**config.mk**
```make
export PLATFORM = sky130hd
export DESIGN_NAME = ecc_scalar_mult_ctrl
export DESIGN_NICKNAME = d
export VERILOG_FILES = /design/src/rtl/ecc_scalar_mult_ctrl.sv
export SDC_FILE = /design/constraint.sdc
export NUM_CORES = 2
export LEC_CHECK = 0
export BUFFER_PORTS_ARGS = -buffer_cell sky130_fd_sc_hd__buf_2
export CAP_MARGIN = 20
export CORE_AREA = 2 2 383 385
export DETAILED_ROUTE_END_ITERATION = 7
export DIE_AREA = 0 0 385 387
export PLACE_DENSITY = 0.41
export SLEW_MARGIN = 20
export SYNTH_ARGS = -nofsm -noshare
export SYNTH_HDL_FRONTEND = slang
export SYNTH_SLANG_ARGS = --single-unit
```
**constraint.sdc**
```tcl
create_clock -name clk -period 65.8 [get_ports clk]
set_input_delay 3.29 -clock clk [delete_from_list [all_inputs] [get_ports clk]]
set_output_delay 3.29 -clock clk [all_outputs]
set_load 0.03 [all_outputs]
```
**src/rtl/ecc_scalar_mult_ctrl.sv**
```systemverilog
// Double-and-add sequencer for Q = k*P; drives external doubler/adder over go/done handshakes.
// Optional build macro ECC_SCALAR_CONST_TIME_EN: fixed-schedule ladder (double and add on every bit).
module ecc_scalar_mult_ctrl #(
    parameter int integer_size = 64
) (
    input  logic                    clk,
    input  logic                    rst,
    input  logic                    go,
    input  logic [integer_size-1:0] k,
    input  logic [integer_size-1:0] Px,
    input  logic [integer_size-1:0] Py,
    input  logic                    infiniteP,
    output logic                    busy,
    output logic                    done,
    output logic [integer_size-1:0] Qx,
    output logic [integer_size-1:0] Qy,
    output logic                    infiniteQ,
    output logic                    dbl_go,
    output logic [integer_size-1:0] dbl_Px,
    output logic [integer_size-1:0] dbl_Py,
    output logic                    dbl_infiniteP,
    input  logic                    dbl_done,
    input  logic [integer_size-1:0] dbl_doublePx,
    input  logic [integer_size-1:0] dbl_doublePy,
    input  logic                    dbl_infiniteDoubleP,
    output logic                    add_go,
    output logic [integer_size-1:0] add_Px,
    output logic [integer_size-1:0] add_Py,
    output logic [integer_size-1:0] add_Qx,
    output logic [integer_size-1:0] add_Qy,
    output logic                    add_infiniteP,
    output logic                    add_infiniteQ,
    input  logic                    add_done,
    input  logic [integer_size-1:0] add_Rx,
    input  logic [integer_size-1:0] add_Ry,
    input  logic                    add_infiniteR
);
    localparam int IW = (integer_size > 1) ? $clog2(integer_size) : 1;
    localparam logic [IW-1:0] I_TOP = IW'(integer_size - 1);

    typedef enum logic [2:0] {
        IDLE, SCAN, DBL_REQ, DBL_WAIT, ADD_CHECK, ADD_WAIT, NEXT, FINISH
    } state_t;

    state_t                  state;
    logic [integer_size-1:0] px_r, py_r, kreg, rx, ry;
    logic                    inf_p, inf_r;
    logic [IW-1:0]           i;

    always_ff @(posedge clk or posedge rst) begin
        if (rst) begin
            state         <= IDLE;
            px_r          <= '0;
            py_r          <= '0;
            kreg          <= '0;
            inf_p         <= 1'b0;
            rx            <= '0;
            ry            <= '0;
            inf_r         <= 1'b0;
            i             <= '0;
            busy          <= 1'b0;
            done          <= 1'b0;
            Qx            <= '0;
            Qy            <= '0;
            infiniteQ     <= 1'b0;
            dbl_go        <= 1'b0;
            dbl_Px        <= '0;
            dbl_Py        <= '0;
            dbl_infiniteP <= 1'b0;
            add_go        <= 1'b0;
            add_Px        <= '0;
            add_Py        <= '0;
            add_Qx        <= '0;
            add_Qy        <= '0;
            add_infiniteP <= 1'b0;
            add_infiniteQ <= 1'b0;
        end else begin
            done   <= 1'b0;
            dbl_go <= 1'b0;
            add_go <= 1'b0;
            case (state)
                IDLE: if (go) begin
                    kreg  <= k;
                    px_r  <= Px;
                    py_r  <= Py;
                    inf_p <= infiniteP;
                    busy  <= 1'b1;
                    i     <= I_TOP;
`ifdef ECC_SCALAR_CONST_TIME_EN
                    rx    <= '0;
                    ry    <= '0;
                    inf_r <= 1'b1;
                    state <= DBL_REQ;
`else
                    state <= SCAN;
`endif
                end
`ifndef ECC_SCALAR_CONST_TIME_EN
                // Leading-one search: the first set bit loads R = P without any sub-unit call.
                SCAN: begin
                    if (kreg == '0 || inf_p) begin
                        inf_r <= 1'b1;
                        state <= FINISH;
                    end else if (kreg[i]) begin
                        rx    <= px_r;
                        ry    <= py_r;
                        inf_r <= 1'b0;
                        if (i == '0) state <= FINISH;
                        else begin
                            i     <= i - 1'b1;
                            state <= DBL_REQ;
                        end
                    end else begin
                        i <= i - 1'b1;
                    end
                end
`endif
                DBL_REQ: begin
`ifndef ECC_SCALAR_CONST_TIME_EN
                    if (inf_r) state <= ADD_CHECK;
                    else
`endif
                    begin
                        dbl_Px        <= rx;
                        dbl_Py        <= ry;
                        dbl_infiniteP <= inf_r;
                        dbl_go        <= 1'b1;
                        state         <= DBL_WAIT;
                    end
                end
                DBL_WAIT: if (dbl_done) begin
                    rx    <= dbl_doublePx;
                    ry    <= dbl_doublePy;
                    inf_r <= dbl_infiniteDoubleP;
                    state <= ADD_CHECK;
                end
                ADD_CHECK: begin
`ifndef ECC_SCALAR_CONST_TIME_EN
                    if (!kreg[i]) state <= NEXT;
                    else if (inf_r) begin
                        rx    <= px_r;
                        ry    <= py_r;
                        inf_r <= 1'b0;
                        state <= NEXT;
                    end else
`endif
                    begin
                        add_Px        <= rx;
                        add_Py        <= ry;
                        add_infiniteP <= inf_r;
                        add_Qx        <= px_r;
                        add_Qy        <= py_r;
                        add_infiniteQ <= inf_p;
                        add_go        <= 1'b1;
                        state         <= ADD_WAIT;
                    end
                end
                ADD_WAIT: if (add_done) begin
`ifdef ECC_SCALAR_CONST_TIME_EN
                    // Sum is always computed; the key bit only selects whether it is kept.
                    rx    <= kreg[i] ? add_Rx : rx;
                    ry    <= kreg[i] ? add_Ry : ry;
                    inf_r <= kreg[i] ? add_infiniteR : inf_r;
`else
                    rx    <= add_Rx;
                    ry    <= add_Ry;
                    inf_r <= add_infiniteR;
`endif
                    state <= NEXT;
                end
                NEXT: begin
                    if (i == '0) state <= FINISH;
                    else begin
                        i     <= i - 1'b1;
                        state <= DBL_REQ;
                    end
                end
                FINISH: begin
                    Qx        <= rx;
                    Qy        <= ry;
                    infiniteQ <= inf_r;
                    done      <= 1'b1;
                    busy      <= 1'b0;
                    state     <= IDLE;
                end
                default: state <= IDLE;
            endcase
        end
    end
endmodule

```
# Yosys cells after proc, flatten, opt, wreduce, memory -nomap -nowiden
# Index checks and enable logic that the tools add are counted.
[op_classes]
n_eq_ne = 15
bitwise_logic = 1
reduce_logical = 15
mux = 43
order_cmp = 1
addsub = 1
[op_table]
columns = ["operator", "n"]
rows = [
  ["64-bit two-way mux", 12],
  ["64-bit case mux with 4 select lines", 2],
  ["64-bit logical NOT", 1],
  ["6-bit two-way mux", 4],
  ["3-bit case mux with 8 select lines", 1],
  ["3-bit two-way mux", 7],
  ["6-bit case mux with 3 select lines", 1],
  ["2-bit != test, second input constant", 7],
  ["3-bit equality test, second input constant", 4],
  ["1-bit two-way mux", 11],
  ["3-bit AND reduction", 3],
  ["6-bit by 7-bit less-than comparator with 1-bit output, second input constant", 1],
  ["7-bit AND reduction", 1],
  ["1-bit binary-select mux with 6-bit select", 1],
  ["3-bit by 2-bit equality test with 1-bit output, second input constant", 2],
  ["6-bit logical NOT", 1],
  ["2-bit AND reduction", 3],
  ["6-bit by 1-bit subtractor with 6-bit output, second input constant", 1],
  ["2-bit two-way mux", 2],
  ["1-bit case mux with 4 select lines", 1],
  ["4-bit AND reduction", 1],
  ["4-bit nonzero test", 1],
  ["3-bit by 1-bit equality test with 1-bit output, second input constant", 1],
  ["3-bit logical NOT", 1],
  ["other kinds (6)", 6],
]
[word_totals]
input_bits = 456
regBits = 849

# Depth between registers and ports, before layout
[depth]
depth_word = 5
depth_mapped = 14

# Least setup slack after synthesis
# No wires, ideal clock.
[synth_path]
path_type = "input to register"
startpoint = "in add_done"
endpoint = "reg ry[17]"
t_required_ps = 65671
setup_time_ps = 129
t_arrival_ps = 4650
slack_ps = 61022
cell_stages = 11
cell_sequence = "nor2b_1 a22oi_1 o21ai_0 a211oi_1 o41ai_2 buf_4 buf_6 buf_6 buf_6 nand2_1 o21ai_0"
[synth_between]
elab_chain_cells = 2
[synth_lines]
columns = ["element", "line", "rtl"]
rows = [
  ["start: declaration", "33", "input logic add_done,"],
  ["2-bit != test (no source line)", "n/a", ""],
  ["7-bit AND reduction (no source line)", "n/a", ""],
  ["end signal: assignment", "106", "ry <= py_r;"],
  ["end signal: assignment", "133", "ry <= dbl_doublePy;"],
  ["end signal: assignment", "142", "ry <= py_r;"],
  ["end: declaration", "46", "logic [integer_size-1:0] px_r, py_r, kreg, rx, ry;"],
]
# Every way passes these cells.
# A chain may end at the register's enable or synchronous reset.

==> results.sh <==
export IMPL_p_per_area_nw_per_um2=52.3
export IMPL_synth_edf_count=0
export IMPL_required_ns=66.57
export IMPL_synth_cell_types=48
export IMPL_cts_root_buf="clkbuf_16"
export IMPL_end_kind="asynchronous set/reset pin"
export IMPL_slew_headroom_pct=24.6
export IMPL_ys_top_cells_by_area="dfrtp_1 62%, mux2_2 17%, nand2_1 7.9%"
export IMPL_crit_path_start_kind="input port"
export IMPL_synth_area_per_cell_um2=12.2
export IMPL_clock_path_buffers=3
export IMPL_io_buffers=973
export IMPL_h_tree_depth=3
export IMPL_hold_viol_final=0
export IMPL_clkSinkCount=849
export IMPL_cts_resized=0
export IMPL_die_w_um=385
export IMPL_fmax_mhz=140
export IMPL_globalRouteOverflowTotal=0
export IMPL_ant_nets=0
export IMPL_hold_depth=2
export IMPL_crit_fanout=137
export IMPL_synth_top_area_share_pct=62.2
export IMPL_fin_hold_ws_ns=0.485
export IMPL_period_needed_ns=7.12
export IMPL_switchingPower_mw=0.975
export IMPL_totalPowerFinal_mw=2.32
export IMPL_antenna_found_initial=23
export IMPL_post_cts_buffers=0
export IMPL_grt_pass1_vias=25487
export IMPL_vias=24929
export IMPL_hpwl_mm=90.7
export IMPL_cts_clk_slew_worst_paths_ns=0.06
export IMPL_cts_tree="yes"
export IMPL_wl_mm=127
export IMPL_synth_common_cells="849 x dfrtp_1, 717 x nand2_1, 519 x mux2_2, 141 x a21oi_1, 129 x a22o_1"
export IMPL_ff2ff_path_depth=10
export IMPL_vdd_drop_max_mv=0.0318
export IMPL_via_per_inst=4.34
export IMPL_min_path_type="register to register"
export IMPL_post_drt_wl_per_cell_um=22.1
export IMPL_drt_pass1_iter_count=5
export IMPL_io_pin_count=976
export IMPL_p_sw_share_pct=42.0
export IMPL_maxSlewViolCount=0
export IMPL_clk_latency_ns=0.70
export IMPL_synth_largest_area_cell="dfrtp_1"
export IMPL_synth_seq_area_share_pct=62.2
export IMPL_finalWeightedCongestion=0.806
export IMPL_drive_gt1_share_pct=44.7
export IMPL_fin_skew_ns=0.0315
export IMPL_ys_warnings_count=0
export IMPL_async_reset_ff_share_pct=100
export IMPL_synth_ff_type="dfrtp_1"
export IMPL_synth_area_um2=34100
export IMPL_nets=4193
export IMPL_syn_instance_count=2807
export IMPL_seq_power_share_pct=37.5
export IMPL_drc_errors=0
export IMPL_setup_viol=0
export IMPL_p_int_mw=1.34
export IMPL_area_delta_synth_final_pct=29.8
export IMPL_start_util_pct=23.6
export IMPL_criticalPathCategory="input port to asynchronous set/reset pin"
export IMPL_grt_use_total_pct=16.5
export IMPL_status="finished clean"
export IMPL_timing_final_crit_share_pct=10.8
export IMPL_tightest_slew_ns=1.13
export IMPL_fin_tns_setup_ns=0
export IMPL_first_iter_violations=1261
export IMPL_pwr_share_comb_pct=38.4
export IMPL_yosysMostFrequentCell="dfrtp_1"
export IMPL_drv_cap=0
export IMPL_leakage_nw=23.2
export IMPL_fp_dieH_um=387
export IMPL_ys_ff_latch=849
export IMPL_cp_arrival_ns=7.89
export IMPL_core_area_um2=145000
export IMPL_die_area_um2=149000
export IMPL_grt_max_degree=175
export IMPL_pwr_share_clk_pct=24.1
export IMPL_rsz0062_at_grt="false"
export IMPL_cts_buffers=100
export IMPL_std_cell_rows=140
export IMPL_hold_buffers=0
export IMPL_grt_pass1_wl_mm=181
-- worst max-delay path, cell delays in order --
cell	delay (ns)
buf_2	0.13
inv_8	0.63
buf_4	0.72
buf_4	0.76
buf_4	0.78
buf_4	0.68
buf_4	0.63
-- power groups by stage --
stage	registers, mW	logic, mW	clock network, mW
6_report	0.869	0.890	0.559
5_1_grt	0.898	0.966	0.600
4_1_cts	0.872	0.917	0.580
3_5_place_dp	0.881	0.915	0
3_3_place_gp	0.876	0.909	0
2_1_floorplan	1.04	0.392	0
-- cell usage in the layout, fill, tap and decap left out, types with 5 or more instances in the layout --
cell type / n
buf_2: 973
dfrtp_1: 849
nand2_1: 716
mux2_2: 519
a21oi_1: 141
a22o_1: 129
clkbuf_16: 102
o21ai_0: 99
o21ai_1: 36
buf_4: 34
clkbuf_1: 27
clkbuf_8: 23
nor4_1: 16
clkinv_2: 14
inv_1: 13
nor2_1: 13
mux4_2: 12
diode_2: 8
mux2i_1: 6
nor3_1: 6
o31ai_1: 5
-- routing by layer --
| metal | routed length (µm) | global-route usage (%) | up-vias | share of wire, % |
|---|---|---|---|---|
| met5 | 119 | 0 | - | 0.094 |
| met1 | 51600 | 19.8 | 12506 | 41 |
| met2 | 63200 | 28.4 | 676 | 50 |
| met3 | 8350 | 4.79 | 174 | 6.6 |
| met4 | 3310 | 4.84 | 20 | 2.6 |
| li1 | - | - | 11553 | - |
-- final timing paths --
check,from,endpoint,slack [ns]
min in group asynchronous,rst,add_Qy[22],2.79
max,rst,py_r[47],58.68
max reg2reg,i[0],add_Qx[46],60.23
min reg2reg,infiniteQ,infiniteQ,0.49
max in group clk,i[0],add_Qx[46],60.23
min,infiniteQ,infiniteQ,0.49
-- flip-flops by register name (all words and copies together) (netlist names), 6 cells and up --
name and cells:
add_Px 64, kreg 64, rx 64, dbl_Py 64, add_Qx 64, Qy 64
add_Py 64, add_Qy 64, dbl_Px 64, i 6, Qx 64, py_r 64
px_r 64, ry 64
-- metrics by stage --
step | utilization, % | setup WS, ns | cells | cell area, µm²
finish | 30.6 | 58.68 | 5738 | 44300
global route | 30.6 | 57.99 | 5734 | 44300
CTS | 30.6 | 58.49 | 5730 | 44300
detailed placement | 28.3 | 57.72 | 5551 | 41000
global placement | 28.3 | 57.69 | 5551 | 41000
floorplan | - | 38.66 | 2808 | 34100
-- final cells by class --
class                   instances  area [µm²]
diodes                          8        20.0
clock buffers                 152        2970
clock inverters                27         325
fillers                     15186      101000
inverters                      14        60.1
multi-input cells            1761       12100
flip-flops and latches        849       21200
well taps                    1917        2400
repair buffers               1010        5180
-- cells by family after synthesis --
kind of cell | Yosys count | share of synthesized area (%)
AO/OA/AOI/OAI | 434 | 8.06
buffers and inverters | 198 | 2.53
other | 1 | 0.0110
XOR/XNOR | 1 | 0.0257
AND/OR/NAND/NOR | 786 | 9.02
adder cells (fa/ha/maj) | 1 | 0.0366
flip-flops | 849 | 62.2
multiplexers | 537 | 18.1
(Power assumes the default switching activity.)
